`config.mk`:
```
export PLATFORM = sky130hd
export DESIGN_NAME = i2c_xfer_sequencer_flat
export DESIGN_NICKNAME = d
export VERILOG_FILES = /design/src/rtl/i2c_xfer_if.sv /design/src/rtl/i2c_xfer_sequencer.sv /design/src/flat_wrapper.sv
export SDC_FILE = /design/constraint.sdc
export NUM_CORES = 1
export LEC_CHECK = 0
export CAP_MARGIN = 20
export CORE_MARGIN = 4
export CORE_UTILIZATION = 25
export CTS_BUF_LIST = sky130_fd_sc_hd__clkbuf_8
export CTS_CLUSTER_SIZE = 25
export DETAILED_ROUTE_END_ITERATION = 10
export PLACE_DENSITY = 0.47
export SLEW_MARGIN = 20
export SYNTH_ARGS = -nofsm -noshare
export SYNTH_HDL_FRONTEND = slang
export SYNTH_SLANG_ARGS = --single-unit
```
`constraint.sdc`:
```
create_clock -name clk -period 8.08 [get_ports clk]
set_input_delay 1.616 -clock clk [delete_from_list [all_inputs] [get_ports clk]]
set_output_delay 1.616 -clock clk [all_outputs]
set_load 0.03 [all_outputs]
```
`src/rtl/i2c_xfer_if.sv`:
```
// Bundle of request, user-stream and i2c_master-facing signals for the transfer sequencer.
// Every valid/ready pair: a beat moves on a rising clk edge where both are 1; valid never waits on ready.
interface i2c_xfer_if #(
    parameter int LEN_W = 8
);
    logic             req_valid;
    logic             req_ready;
    logic [6:0]       req_addr;
    logic             req_read;
    logic [LEN_W-1:0] req_len;

    logic [7:0]       s_axis_wr_tdata;
    logic             s_axis_wr_tvalid;
    logic             s_axis_wr_tready;

    logic [7:0]       m_axis_rd_tdata;
    logic             m_axis_rd_tvalid;
    logic             m_axis_rd_tready;
    logic             m_axis_rd_tlast;

    logic [6:0]       m_axis_cmd_address;
    logic             m_axis_cmd_start;
    logic             m_axis_cmd_read;
    logic             m_axis_cmd_write;
    logic             m_axis_cmd_write_multiple;
    logic             m_axis_cmd_stop;
    logic             m_axis_cmd_valid;
    logic             m_axis_cmd_ready;

    logic [7:0]       m_axis_data_tdata;
    logic             m_axis_data_tvalid;
    logic             m_axis_data_tready;
    logic             m_axis_data_tlast;

    logic [7:0]       s_axis_data_tdata;
    logic             s_axis_data_tvalid;
    logic             s_axis_data_tready;
    logic             s_axis_data_tlast;

    logic             master_busy;
    logic             missed_ack;

    logic             done;
    logic             err_nack;
    logic             err_len;
    logic             busy;

    modport master (
        input  req_valid, req_addr, req_read, req_len,
        output req_ready,
        input  s_axis_wr_tdata, s_axis_wr_tvalid,
        output s_axis_wr_tready,
        output m_axis_rd_tdata, m_axis_rd_tvalid, m_axis_rd_tlast,
        input  m_axis_rd_tready,
        output m_axis_cmd_address, m_axis_cmd_start, m_axis_cmd_read, m_axis_cmd_write,
        output m_axis_cmd_write_multiple, m_axis_cmd_stop, m_axis_cmd_valid,
        input  m_axis_cmd_ready,
        output m_axis_data_tdata, m_axis_data_tvalid, m_axis_data_tlast,
        input  m_axis_data_tready,
        input  s_axis_data_tdata, s_axis_data_tvalid, s_axis_data_tlast,
        output s_axis_data_tready,
        input  master_busy, missed_ack,
        output done, err_nack, err_len, busy
    );

    modport slave (
        output req_valid, req_addr, req_read, req_len,
        input  req_ready,
        output s_axis_wr_tdata, s_axis_wr_tvalid,
        input  s_axis_wr_tready,
        input  m_axis_rd_tdata, m_axis_rd_tvalid, m_axis_rd_tlast,
        output m_axis_rd_tready,
        input  m_axis_cmd_address, m_axis_cmd_start, m_axis_cmd_read, m_axis_cmd_write,
        input  m_axis_cmd_write_multiple, m_axis_cmd_stop, m_axis_cmd_valid,
        output m_axis_cmd_ready,
        input  m_axis_data_tdata, m_axis_data_tvalid, m_axis_data_tlast,
        output m_axis_data_tready,
        output s_axis_data_tdata, s_axis_data_tvalid, s_axis_data_tlast,
        input  s_axis_data_tready,
        output master_busy, missed_ack,
        input  done, err_nack, err_len, busy
    );
endinterface

```
`src/rtl/i2c_xfer_sequencer.sv`:
```
// Turns one {addr, read, len} request into i2c_master command/data streams and reports completion.
// Command channel is registered; write and read byte paths are zero-latency pass-throughs.
module i2c_xfer_sequencer #(
    parameter int LEN_W = 8
) (
    input  logic        clk,
    input  logic        rst,
    i2c_xfer_if.master  bus,
    output logic [2:0]  dbg_state
);
    typedef enum logic [2:0] {
        IDLE      = 3'd0,
        CMD_WR    = 3'd1,
        DATA_WR   = 3'd2,
        CMD_RD    = 3'd3,
        WAIT_RD   = 3'd4,
        WAIT_IDLE = 3'd5,
        DONE      = 3'd6
    } state_t;

    state_t           state;
    state_t           state_nxt;
    logic [LEN_W-1:0] len_q;
    logic [LEN_W-1:0] last_idx;
    logic [LEN_W-1:0] wr_cnt;
    logic [LEN_W-1:0] cmd_cnt;
    logic [LEN_W-1:0] rd_cnt;
    logic             master_busy_q;
    logic             wr_active;
    logic             rd_active;
    logic             req_fire;
    logic             cmd_fire;
    logic             wr_beat;
    logic             rd_beat;
    logic             unused_tlast;

    assign dbg_state    = state;
    assign unused_tlast = bus.s_axis_data_tlast;
    assign last_idx     = len_q - LEN_W'(1);

    // req_ready is gated by rst so it reads 0 for the whole reset window.
    assign bus.req_ready = rst && (state == IDLE);
    assign req_fire      = bus.req_valid && bus.req_ready;
    assign cmd_fire      = bus.m_axis_cmd_valid && bus.m_axis_cmd_ready;

    assign wr_active = (state == DATA_WR);
    assign rd_active = (state == CMD_RD) || (state == WAIT_RD);
    assign wr_beat   = wr_active && bus.s_axis_wr_tvalid && bus.m_axis_data_tready;
    assign rd_beat   = rd_active && bus.s_axis_data_tvalid && bus.m_axis_rd_tready;

    assign bus.m_axis_data_tdata  = wr_active ? bus.s_axis_wr_tdata : 8'h00;
    assign bus.m_axis_data_tvalid = wr_active && bus.s_axis_wr_tvalid;
    assign bus.m_axis_data_tlast  = wr_active && (wr_cnt == last_idx);
    assign bus.s_axis_wr_tready   = wr_active && bus.m_axis_data_tready;

    assign bus.m_axis_rd_tdata    = rd_active ? bus.s_axis_data_tdata : 8'h00;
    assign bus.m_axis_rd_tvalid   = rd_active && bus.s_axis_data_tvalid;
    assign bus.m_axis_rd_tlast    = rd_active && (rd_cnt == last_idx);
    assign bus.s_axis_data_tready = rd_active && bus.m_axis_rd_tready;

    assign bus.m_axis_cmd_start = 1'b0;
    assign bus.m_axis_cmd_write = 1'b0;

    always_comb begin
        state_nxt = state;
        case (state)
            IDLE: begin
                if (req_fire) begin
                    if (bus.req_len == '0) state_nxt = DONE;
                    else if (bus.req_read)  state_nxt = CMD_RD;
                    else                    state_nxt = CMD_WR;
                end
            end
            CMD_WR:    if (cmd_fire) state_nxt = DATA_WR;
            DATA_WR:   if (wr_beat && (wr_cnt == last_idx)) state_nxt = WAIT_IDLE;
            CMD_RD:    if (cmd_fire && (cmd_cnt == last_idx)) state_nxt = WAIT_RD;
            WAIT_RD:   if (rd_beat && (rd_cnt == last_idx)) state_nxt = WAIT_IDLE;
            WAIT_IDLE: if (!master_busy_q) state_nxt = DONE;
            DONE:      state_nxt = IDLE;
            default:   state_nxt = IDLE;
        endcase
    end

    always_ff @(posedge clk) begin
        if (!rst) begin
            state                         <= IDLE;
            len_q                         <= '0;
            wr_cnt                        <= '0;
            cmd_cnt                       <= '0;
            rd_cnt                        <= '0;
            master_busy_q                 <= 1'b0;
            bus.m_axis_cmd_address        <= 7'h00;
            bus.m_axis_cmd_read           <= 1'b0;
            bus.m_axis_cmd_write_multiple <= 1'b0;
            bus.m_axis_cmd_stop           <= 1'b0;
            bus.m_axis_cmd_valid          <= 1'b0;
            bus.done                      <= 1'b0;
            bus.err_nack                  <= 1'b0;
            bus.err_len                   <= 1'b0;
            bus.busy                      <= 1'b0;
        end else begin
            state         <= state_nxt;
            master_busy_q <= bus.master_busy;
            // done is registered off DONE, so busy drops on the same edge done rises.
            bus.done      <= (state == DONE);
            if (state == DONE) bus.busy <= 1'b0;
            if ((state != IDLE) && bus.missed_ack) bus.err_nack <= 1'b1;
            if (wr_beat) wr_cnt <= wr_cnt + LEN_W'(1);
            if (rd_beat) rd_cnt <= rd_cnt + LEN_W'(1);

            if (cmd_fire) begin
                cmd_cnt <= cmd_cnt + LEN_W'(1);
                if ((state == CMD_WR) || (cmd_cnt == last_idx)) begin
                    bus.m_axis_cmd_valid          <= 1'b0;
                    bus.m_axis_cmd_address        <= 7'h00;
                    bus.m_axis_cmd_read           <= 1'b0;
                    bus.m_axis_cmd_write_multiple <= 1'b0;
                    bus.m_axis_cmd_stop           <= 1'b0;
                end else begin
                    // Next read command is the last one when the incremented count hits len-1.
                    bus.m_axis_cmd_stop <= ((cmd_cnt + LEN_W'(1)) == last_idx);
                end
            end

            if (req_fire) begin
                len_q        <= bus.req_len;
                wr_cnt       <= '0;
                cmd_cnt      <= '0;
                rd_cnt       <= '0;
                bus.err_nack <= 1'b0;
                bus.err_len  <= (bus.req_len == '0);
                bus.busy     <= 1'b1;
                if (bus.req_len != '0) begin
                    bus.m_axis_cmd_valid          <= 1'b1;
                    bus.m_axis_cmd_address        <= bus.req_addr;
                    bus.m_axis_cmd_read           <= bus.req_read;
                    bus.m_axis_cmd_write_multiple <= !bus.req_read;
                    bus.m_axis_cmd_stop           <= !bus.req_read || (bus.req_len == LEN_W'(1));
                end
            end
        end
    end
endmodule

```
`src/flat_wrapper.sv`:
```
// flat-port wrapper written by rule: the top's interface ports become plain ports
module i2c_xfer_sequencer_flat 
#(
    parameter int LEN_W = 8
)
  (clk, rst, dbg_state, bus_req_valid, bus_req_addr, bus_req_read, bus_req_len, bus_req_ready, bus_s_axis_wr_tdata, bus_s_axis_wr_tvalid, bus_s_axis_wr_tready, bus_m_axis_rd_tdata, bus_m_axis_rd_tvalid, bus_m_axis_rd_tlast, bus_m_axis_rd_tready, bus_m_axis_cmd_address, bus_m_axis_cmd_start, bus_m_axis_cmd_read, bus_m_axis_cmd_write, bus_m_axis_cmd_write_multiple, bus_m_axis_cmd_stop, bus_m_axis_cmd_valid, bus_m_axis_cmd_ready, bus_m_axis_data_tdata, bus_m_axis_data_tvalid, bus_m_axis_data_tlast, bus_m_axis_data_tready, bus_s_axis_data_tdata, bus_s_axis_data_tvalid, bus_s_axis_data_tlast, bus_s_axis_data_tready, bus_master_busy, bus_missed_ack, bus_done, bus_err_nack, bus_err_len, bus_busy);
  i2c_xfer_if #(.LEN_W(LEN_W)) bus_i ();
  input  logic clk;
  input  logic rst;
  output logic [2:0] dbg_state;
  input wire logic [$bits(bus_i.req_valid)-1:0] bus_req_valid;
  input wire logic [$bits(bus_i.req_addr)-1:0] bus_req_addr;
  input wire logic [$bits(bus_i.req_read)-1:0] bus_req_read;
  input wire logic [$bits(bus_i.req_len)-1:0] bus_req_len;
  output wire logic [$bits(bus_i.req_ready)-1:0] bus_req_ready;
  input wire logic [$bits(bus_i.s_axis_wr_tdata)-1:0] bus_s_axis_wr_tdata;
  input wire logic [$bits(bus_i.s_axis_wr_tvalid)-1:0] bus_s_axis_wr_tvalid;
  output wire logic [$bits(bus_i.s_axis_wr_tready)-1:0] bus_s_axis_wr_tready;
  output wire logic [$bits(bus_i.m_axis_rd_tdata)-1:0] bus_m_axis_rd_tdata;
  output wire logic [$bits(bus_i.m_axis_rd_tvalid)-1:0] bus_m_axis_rd_tvalid;
  output wire logic [$bits(bus_i.m_axis_rd_tlast)-1:0] bus_m_axis_rd_tlast;
  input wire logic [$bits(bus_i.m_axis_rd_tready)-1:0] bus_m_axis_rd_tready;
  output wire logic [$bits(bus_i.m_axis_cmd_address)-1:0] bus_m_axis_cmd_address;
  output wire logic [$bits(bus_i.m_axis_cmd_start)-1:0] bus_m_axis_cmd_start;
  output wire logic [$bits(bus_i.m_axis_cmd_read)-1:0] bus_m_axis_cmd_read;
  output wire logic [$bits(bus_i.m_axis_cmd_write)-1:0] bus_m_axis_cmd_write;
  output wire logic [$bits(bus_i.m_axis_cmd_write_multiple)-1:0] bus_m_axis_cmd_write_multiple;
  output wire logic [$bits(bus_i.m_axis_cmd_stop)-1:0] bus_m_axis_cmd_stop;
  output wire logic [$bits(bus_i.m_axis_cmd_valid)-1:0] bus_m_axis_cmd_valid;
  input wire logic [$bits(bus_i.m_axis_cmd_ready)-1:0] bus_m_axis_cmd_ready;
  output wire logic [$bits(bus_i.m_axis_data_tdata)-1:0] bus_m_axis_data_tdata;
  output wire logic [$bits(bus_i.m_axis_data_tvalid)-1:0] bus_m_axis_data_tvalid;
  output wire logic [$bits(bus_i.m_axis_data_tlast)-1:0] bus_m_axis_data_tlast;
  input wire logic [$bits(bus_i.m_axis_data_tready)-1:0] bus_m_axis_data_tready;
  input wire logic [$bits(bus_i.s_axis_data_tdata)-1:0] bus_s_axis_data_tdata;
  input wire logic [$bits(bus_i.s_axis_data_tvalid)-1:0] bus_s_axis_data_tvalid;
  input wire logic [$bits(bus_i.s_axis_data_tlast)-1:0] bus_s_axis_data_tlast;
  output wire logic [$bits(bus_i.s_axis_data_tready)-1:0] bus_s_axis_data_tready;
  input wire logic [$bits(bus_i.master_busy)-1:0] bus_master_busy;
  input wire logic [$bits(bus_i.missed_ack)-1:0] bus_missed_ack;
  output wire logic [$bits(bus_i.done)-1:0] bus_done;
  output wire logic [$bits(bus_i.err_nack)-1:0] bus_err_nack;
  output wire logic [$bits(bus_i.err_len)-1:0] bus_err_len;
  output wire logic [$bits(bus_i.busy)-1:0] bus_busy;
  assign bus_i.req_valid = bus_req_valid;
  assign bus_i.req_addr = bus_req_addr;
  assign bus_i.req_read = bus_req_read;
  assign bus_i.req_len = bus_req_len;
  assign bus_req_ready = bus_i.req_ready;
  assign bus_i.s_axis_wr_tdata = bus_s_axis_wr_tdata;
  assign bus_i.s_axis_wr_tvalid = bus_s_axis_wr_tvalid;
  assign bus_s_axis_wr_tready = bus_i.s_axis_wr_tready;
  assign bus_m_axis_rd_tdata = bus_i.m_axis_rd_tdata;
  assign bus_m_axis_rd_tvalid = bus_i.m_axis_rd_tvalid;
  assign bus_m_axis_rd_tlast = bus_i.m_axis_rd_tlast;
  assign bus_i.m_axis_rd_tready = bus_m_axis_rd_tready;
  assign bus_m_axis_cmd_address = bus_i.m_axis_cmd_address;
  assign bus_m_axis_cmd_start = bus_i.m_axis_cmd_start;
  assign bus_m_axis_cmd_read = bus_i.m_axis_cmd_read;
  assign bus_m_axis_cmd_write = bus_i.m_axis_cmd_write;
  assign bus_m_axis_cmd_write_multiple = bus_i.m_axis_cmd_write_multiple;
  assign bus_m_axis_cmd_stop = bus_i.m_axis_cmd_stop;
  assign bus_m_axis_cmd_valid = bus_i.m_axis_cmd_valid;
  assign bus_i.m_axis_cmd_ready = bus_m_axis_cmd_ready;
  assign bus_m_axis_data_tdata = bus_i.m_axis_data_tdata;
  assign bus_m_axis_data_tvalid = bus_i.m_axis_data_tvalid;
  assign bus_m_axis_data_tlast = bus_i.m_axis_data_tlast;
  assign bus_i.m_axis_data_tready = bus_m_axis_data_tready;
  assign bus_i.s_axis_data_tdata = bus_s_axis_data_tdata;
  assign bus_i.s_axis_data_tvalid = bus_s_axis_data_tvalid;
  assign bus_i.s_axis_data_tlast = bus_s_axis_data_tlast;
  assign bus_s_axis_data_tready = bus_i.s_axis_data_tready;
  assign bus_i.master_busy = bus_master_busy;
  assign bus_i.missed_ack = bus_missed_ack;
  assign bus_done = bus_i.done;
  assign bus_err_nack = bus_i.err_nack;
  assign bus_err_len = bus_i.err_len;
  assign bus_busy = bus_i.busy;
  i2c_xfer_sequencer #(.LEN_W(LEN_W)) u_core (.clk(clk), .rst(rst), .bus(bus_i), .dbg_state(dbg_state));
endmodule
```
==> results.sh, run 1 <==
export IMPL_status="complete, no violations"
export IMPL_drv_slew=0
export IMPL_ys_warn_count=0
export IMPL_grt_setup_unrepaired="no"
export IMPL_die_height_um=117
export IMPL_vias_per_cell=4.63
export IMPL_ioPinCount=86
export IMPL_antenna_cells=0
export IMPL_r2r_start="u_core.len_q[0]$_SDFFE_PN0P_"
export IMPL_syn2layout_area_growth_pct=33.6
export IMPL_startpoint="rst"
export IMPL_gp_congestion=0.799
export IMPL_portBuffers=82
export IMPL_wl_per_cell_um=14.3
export IMPL_path_clk_slew_ns=0.10
export IMPL_worstMarginPinSlew_ns=0.921
export IMPL_finalNonFillerCells=575
export IMPL_worst_endpoint_arrival_ns=3.67
export IMPL_synthFlopType="dfxtp_1"
export IMPL_async_flop_share_pct=0
export IMPL_timing_critical_path_to="bus_req_ready"
export IMPL_critPathCaptureType="output pin"
export IMPL_fmax_mhz=189
export IMPL_hold_ws_ns=0.480
export IMPL_skew_ns=0.0128
export IMPL_crit_family="buffers and inverters"
export IMPL_drt_first_pass_iters=4
export IMPL_period_minus_slack_ns=5.28
export IMPL_r2r_slack_ns=5.06
export IMPL_hold_viol_final=0
export IMPL_ant_nets=0
export IMPL_cp_num_buf_inv=2
export IMPL_cts_root_buf="clkbuf_8"
export IMPL_hp_class="reg2reg"
export IMPL_place_hpwl_um=6380
export IMPL_cts_hold_buf=0
export IMPL_cts_tree="done"
export IMPL_cts_made_buffers=5
export IMPL_vdd_drop_max_v=0.000115
export IMPL_ys_ff_latch=51
export IMPL_netlist_area_mm2=0.00299
export IMPL_finalCritPeriodShare_pct=65.4
export IMPL_rr_endpoint="u_core.bus.m_axis_cmd_address[0]$_SDFF_PN0_"
export IMPL_critPathSlowestCell="clkdlybuf4s50_1"
export IMPL_cts_sinks=51
export IMPL_r2r_cells=9
export IMPL_routed_wirelength_um=8210
export IMPL_drive_gt1_share_pct=3.94
export IMPL_grt_max_degree=26
export IMPL_via_count=2664
export IMPL_antenna_found_initial=0
export IMPL_ctsHtreeMaxLevel=2
export IMPL_cts_post_setup_buffers_inserted=0
export IMPL_start_kind="input port"
export IMPL_final_cell_mix="82 x clkdlybuf4s50_1, 52 x nand2_1, 51 x dfxtp_1, 38 x nor2_1, 32 x xnor2_1"
export IMPL_syn_inst=365
export IMPL_cts_resized=0
export IMPL_grt_overflow=0
export IMPL_fp_row_count=39
export IMPL_setup_worst_path_class="in2out"
export IMPL_synth_edf_count=0
export IMPL_num_fill_cells=1217
export IMPL_drt_iter0_drc=77
export IMPL_maxCapViolations=0
export IMPL_final_common_cell="clkdlybuf4s50_1"
export IMPL_grt_pass1_wl_um=13600
export IMPL_die_w_um=117
export IMPL_cp_common_cell="clkdlybuf4s50_1"
export IMPL_critical_path_depth=4
export IMPL_grt_pass1_vias=2687
export IMPL_total_power_mw=1.15
export IMPL_die_area_mm2=0.0138
export IMPL_p_leak_nw=1.45
export IMPL_nets=478
export IMPL_design_core_area_mm2=0.0116
export IMPL_cts_buffer_depth=2
export IMPL_initial_core_util_pct=25.8
export IMPL_dp_cells=567
export IMPL_tns_ns=0
export IMPL_seq_area_frac_synth_pct=34.2
export IMPL_relSlewSlack_pct=38.4
export IMPL_avgSynthCellArea_um2=8.18
export IMPL_required_ns=6.46
export IMPL_yosysUniqueCellTypes=50
export IMPL_critical_path_max_stage_delay_ns=0.92
export IMPL_track_usage_pct=11.8
export IMPL_crit_path_cell_trace="clkdlybuf4s50_1 -> nand2b_1 -> nor3_1 -> clkdlybuf4s50_1"
export IMPL_cp_max_fo=20
export IMPL_powerDensity_mw_per_mm2=288
export IMPL_drcViolationCount=0
export IMPL_clk_latency_ns=0.31
export IMPL_setup_violations=0
==> report_power, final <==
part	leakage (nW)	internal, mW	switching, mW
clock network	0.0474	0.0701	0.0898
registers	0.415	0.288	0.0608
logic	0.983	0.283	0.359
==> layout make-up <==
type / count / area [µm²] / share of cell area (%)
inverters: 3 / 11.3 / 0.282
multi-input cells: 288 / 1860 / 46.6
clock buffers: 6 / 82.6 / 2.07
clock inverters: 2 / 16.3 / 0.408
flip-flops and latches: 51 / 1020 / 25.6
repair buffers: 82 / 821 / 20.6
well taps: 143 / 179 / 4.48
==> registers in the layout, indices dropped and copies added (netlist names), 3 cells and up <==
name                           cells
u_core.bus.m_axis_cmd_address      7
u_core.len_q                       8
u_core.cmd_cnt                     8
u_core.rd_cnt                      8
u_core.wr_cnt                      8
u_core.dbg_state                   3
==> cells in the mapped netlist (3+ instances only) <==
master / count / area [µm²]
a21oi_1: 9 / 45.0
a22o_1: 8 / 70.1
and2_1: 15 / 93.8
and3_1: 16 / 100
clkbuf_1: 20 / 75.1
dfxtp_1: 51 / 1020
ha_1: 4 / 50.1
inv_1: 3 / 11.3
mux2i_1: 3 / 30.0
nand2_1: 52 / 195
nand2b_1: 4 / 25.0
nand3_1: 11 / 55.1
nand3b_1: 3 / 22.5
nand4_1: 6 / 37.5
nor2_1: 38 / 143
nor3_1: 9 / 45.0
nor4_1: 3 / 18.8
o21ai_0: 7 / 35.0
o21ai_1: 11 / 55.1
xnor2_1: 32 / 280
xor2_1: 21 / 184
==> kinds of logic (layout without fill, tap and decap cells) <==
| group | Yosys count | after routing | synth area share (%) |
|---|---|---|---|
| AO/OA/AOI/OAI | 50 | 50 | 11.3 |
| other | 1 | 2 | 0.126 |
| AND/OR/NAND/NOR | 169 | 169 | 28.4 |
| multiplexers | 5 | 5 | 1.76 |
| buffers and inverters | 27 | 93 | 3.69 |
| adder cells (fa/ha/maj) | 4 | 4 | 1.68 |
| flip-flops | 51 | 51 | 34.2 |
| XOR/XNOR | 58 | 58 | 18.9 |
==> worst min-delay path by stage <==
stage | cells past startpoint | start | slack, ns | end
after floorplan | 2 | u_core.rd_cnt[7]$_SDFFE_PP0P_ | 0.46 | u_core.rd_cnt[7]$_SDFFE_PP0P_
after global placement | 1 | u_core.bus.m_axis_cmd_write_multiple$_SDFF_PN0_ | 0.45 | u_core.bus.m_axis_cmd_write_multiple$_SDFF_PN0_
after detailed placement | 1 | u_core.bus.m_axis_cmd_address[0]$_SDFF_PN0_ | 0.45 | u_core.bus.m_axis_cmd_address[0]$_SDFF_PN0_
after CTS | 1 | u_core.bus.m_axis_cmd_write_multiple$_SDFF_PN0_ | 0.49 | u_core.bus.m_axis_cmd_write_multiple$_SDFF_PN0_
after global routing | 1 | u_core.bus.m_axis_cmd_address[5]$_SDFF_PN0_ | 0.50 | u_core.bus.m_axis_cmd_address[5]$_SDFF_PN0_
final | 1 | u_core.bus.m_axis_cmd_write_multiple$_SDFF_PN0_ | 0.48 | u_core.bus.m_axis_cmd_write_multiple$_SDFF_PN0_
==> per-layer routing <==
metal	share of wire, %	track usage (%)	vias to the layer above	wire length, µm
li1	-	-	1365	-
met3	4.7	2.84	7	385
met5	0	0	-	0
met1	47	15.4	1233	3880
met4	0.79	2.79	0	65
met2	47	19.8	59	3880
==> worst reg2reg max path, cell delays in order, from the launching register on <==
cell and delay (ns):
dfxtp_1 0.59, inv_1 0.10, ha_1 0.27, xnor2_2 0.36, xnor2_1 0.12, nand3b_1 0.17
or4b_4 0.57, o31ai_4 0.34, a21oi_2 0.19, a22o_1 0.22
==> through the flow <==
step | utilization, % | instance area [µm²] | setup slack [ns]
2_1_floorplan | - | 2990 | 4.08
3_3_place_gp | 33.6 | 3890 | 2.77
3_5_place_dp | 33.6 | 3890 | 2.77
4_1_cts | 34.5 | 3990 | 2.76
5_1_grt | 34.5 | 3990 | 2.65
6_report | 34.5 | 3990 | 2.80
Note: power is estimated with default switching activity, not from simulation.
==> run 2, diff against run 1 <==
--- a/config.mk
+++ b/config.mk
@@ -11,7 +11,7 @@
 export CTS_BUF_LIST = sky130_fd_sc_hd__clkbuf_8
 export CTS_CLUSTER_SIZE = 25
 export DETAILED_ROUTE_END_ITERATION = 10
-export PLACE_DENSITY = 0.47
+export PLACE_DENSITY = 0.49
 export SLEW_MARGIN = 20
 export SYNTH_ARGS = -nofsm -noshare
 export SYNTH_HDL_FRONTEND = slang
==> constraint.sdc (replaced) <==
create_clock -name clk -period 4.4 [get_ports clk]
set_input_delay 0.88 -clock clk [delete_from_list [all_inputs] [get_ports clk]]
set_output_delay 0.88 -clock clk [all_outputs]
set_load 0.03 [all_outputs]
==> results.sh, run 2 (synthesis gave the netlist of run 1 again) <==
export IMPL_cts_hold_buf=0
export IMPL_ctsHtreeMaxLevel=2
export IMPL_die_area_mm2=0.0138
export IMPL_place_hpwl_um=6360
export IMPL_required_ns=3.52
export IMPL_drv_slew=0
export IMPL_p_clk_share_pct=14.9
export IMPL_portBuffers=82
export IMPL_routed_wirelength_um=8080
export IMPL_r2r_slack_ns=1.42
export IMPL_rr_endpoint="u_core.bus.m_axis_cmd_address[3]$_SDFF_PN0_"
export IMPL_timing_critical_path_to="bus_m_axis_rd_tlast"
export IMPL_cts_resized=0
export IMPL_antenna_found_initial=0
export IMPL_maxCapViolations=0
export IMPL_route_met3_wl_um=368
export IMPL_grt_max_degree=26
export IMPL_total_power_mw=2.14
export IMPL_num_fill_cells=1224
export IMPL_tns_ns=0
export IMPL_wl_per_cell_um=14.1
export IMPL_startpoint="u_core.len_q[0]$_SDFFE_PN0P_"
export IMPL_pwr_share_comb_pct=55.1
export IMPL_nets=479
export IMPL_hp_class="reg2reg"
export IMPL_relSlewSlack_pct=43.2
export IMPL_p_seq_share_pct=30.0
export IMPL_power_switching_uw=929
export IMPL_swShare_pct=43.4
export IMPL_clk_latency_ns=0.30
export IMPL_grt_overflow=0
export IMPL_cts_sinks=51
export IMPL_syn2layout_area_growth_pct=34.0
export IMPL_hold_viol_final=0
export IMPL_track_usage_pct=11.6
export IMPL_period_minus_slack_ns=3.88
export IMPL_path_clk_slew_ns=0.09
export IMPL_multi_input_area_mm2=0.00186
export IMPL_finalCritPeriodShare_pct=88.2
export IMPL_die_height_um=117
export IMPL_p_int_mw=1.21
export IMPL_antenna_cells=0
export IMPL_start_kind="flop"
export IMPL_critPathCaptureType="output pin"
export IMPL_regArea_mm2=0.00102
export IMPL_top_layer_used="met4"
export IMPL_drt_iter0_drc=97
export IMPL_final_common_cell="clkdlybuf4s50_1"
export IMPL_r2r_cells=9
export IMPL_via_count=2652
export IMPL_skew_ns=0.00596
export IMPL_cts_buffer_depth=2
export IMPL_p_leak_nw=1.46
export IMPL_wl_met2_um=3750
export IMPL_gp_congestion=0.847
export IMPL_r2r_start="u_core.len_q[0]$_SDFFE_PN0P_"
export IMPL_cts_tree="done"
export IMPL_wl_met1_um=3900
export IMPL_setup_violations=0
export IMPL_grt_setup_unrepaired="no"
export IMPL_grt_pass1_vias=2727
export IMPL_design_core_area_mm2=0.0116
export IMPL_ioPinCount=86
export IMPL_status="complete, no violations"
export IMPL_worst_endpoint_arrival_ns=3.00
export IMPL_powerDensity_mw_per_mm2=535
export IMPL_cts_made_buffers=5
export IMPL_vias_per_cell=4.61
export IMPL_ant_nets=0
export IMPL_initial_core_util_pct=25.8
export IMPL_drt_first_pass_iters=4
export IMPL_drive_gt1_share_pct=3.70
export IMPL_setup_worst_path_class="reg2out"
export IMPL_drcViolationCount=0
export IMPL_final_cell_mix="82 x clkdlybuf4s50_1, 52 x nand2_1, 51 x dfxtp_1, 38 x nor2_1, 32 x xnor2_1"
export IMPL_cp_max_fo=7
export IMPL_die_w_um=117
export IMPL_fmax_mhz=258
export IMPL_worstMarginPinSlew_ns=0.850
export IMPL_vdd_drop_max_v=0.000255
export IMPL_cts_post_setup_buffers_inserted=0
export IMPL_cts_root_buf="clkbuf_8"
export IMPL_grt_pass1_wl_um=13600
export IMPL_fp_row_count=39
==> run 2: changes by cell type in the layout (fill, tap and decap cells not counted) <==
cell        before  now
buf_4            0    1
clkinvlp_4       1    0
clkinv_4         1    0
bufinv_16        0    1
inv_1            3    4
clkbuf_8         6    5
==> run 2: cell type report <==
type                            instances  area share (%)
Timing Repair Buffer                   83            20.7
Clock buffer                            5            1.72
Multi-Input combinational cell        288            46.5
Tap cell                              143            4.47
Sequential cell                        51            25.5
Clock inverter                          2           0.844
Inverter                                3           0.281
==> run 2: how the worst min path moves through the flow <==
stage	startpoint	to	cells after the start
finish	u_core.bus.m_axis_cmd_write_multiple$_SDFF_PN0_	u_core.bus.m_axis_cmd_write_multiple$_SDFF_PN0_	1
global route	u_core.bus.m_axis_cmd_address[2]$_SDFF_PN0_	u_core.bus.m_axis_cmd_address[2]$_SDFF_PN0_	1
CTS	u_core.bus.m_axis_cmd_address[5]$_SDFF_PN0_	u_core.bus.m_axis_cmd_address[5]$_SDFF_PN0_	1
detailed placement	u_core.bus.m_axis_cmd_address[5]$_SDFF_PN0_	u_core.bus.m_axis_cmd_address[5]$_SDFF_PN0_	1
global placement	u_core.bus.m_axis_cmd_write_multiple$_SDFF_PN0_	u_core.bus.m_axis_cmd_write_multiple$_SDFF_PN0_	1
floorplan	u_core.rd_cnt[7]$_SDFFE_PP0P_	u_core.rd_cnt[7]$_SDFFE_PP0P_	2
==> run 2: stage by stage <==
step	instance area [µm²]	std cells	hold slack [ns]	worst slack, ns	utilization (%)
5_1_grt	4000	575	0.501	0.307	34.6
4_1_cts	4000	575	0.489	0.503	34.6
3_3_place_gp	3900	568	0.447	0.887	33.7
2_1_floorplan	2990	366	0.459	1.27	-
3_5_place_dp	3900	568	0.457	0.876	33.7
6_report	4000	575	0.482	0.520	34.6
==> run 2: power groups by stage <==
stage | combinational [mW] | clock, mW | sequential, mW
finish | 1.18 | 0.320 | 0.643
global route | 1.28 | 0.351 | 0.656
detailed placement | 1.19 | 0 | 0.652
global placement | 1.18 | 0 | 0.652
CTS | 1.19 | 0.328 | 0.643
floorplan | 0.789 | 0 | 0.676
==> run 2: metal layers <==
metal  global-route usage [%]  vias up
li1                         -     1366
met5                        0        -
met2                     19.7       61
met3                     2.74        6
met4                     1.98        0
met1                     15.4     1219
==> run 2: critical path, stage by stage (launching register included) <==
cell and delay (ns):
dfxtp_1 0.44, inv_1 0.12, ha_1 0.23, nor3b_1 0.48, xnor2_2 0.22, xor2_1 0.18, nand3_1 0.10, nor3_1 0.20
clkdlybuf4s50_1 0.72
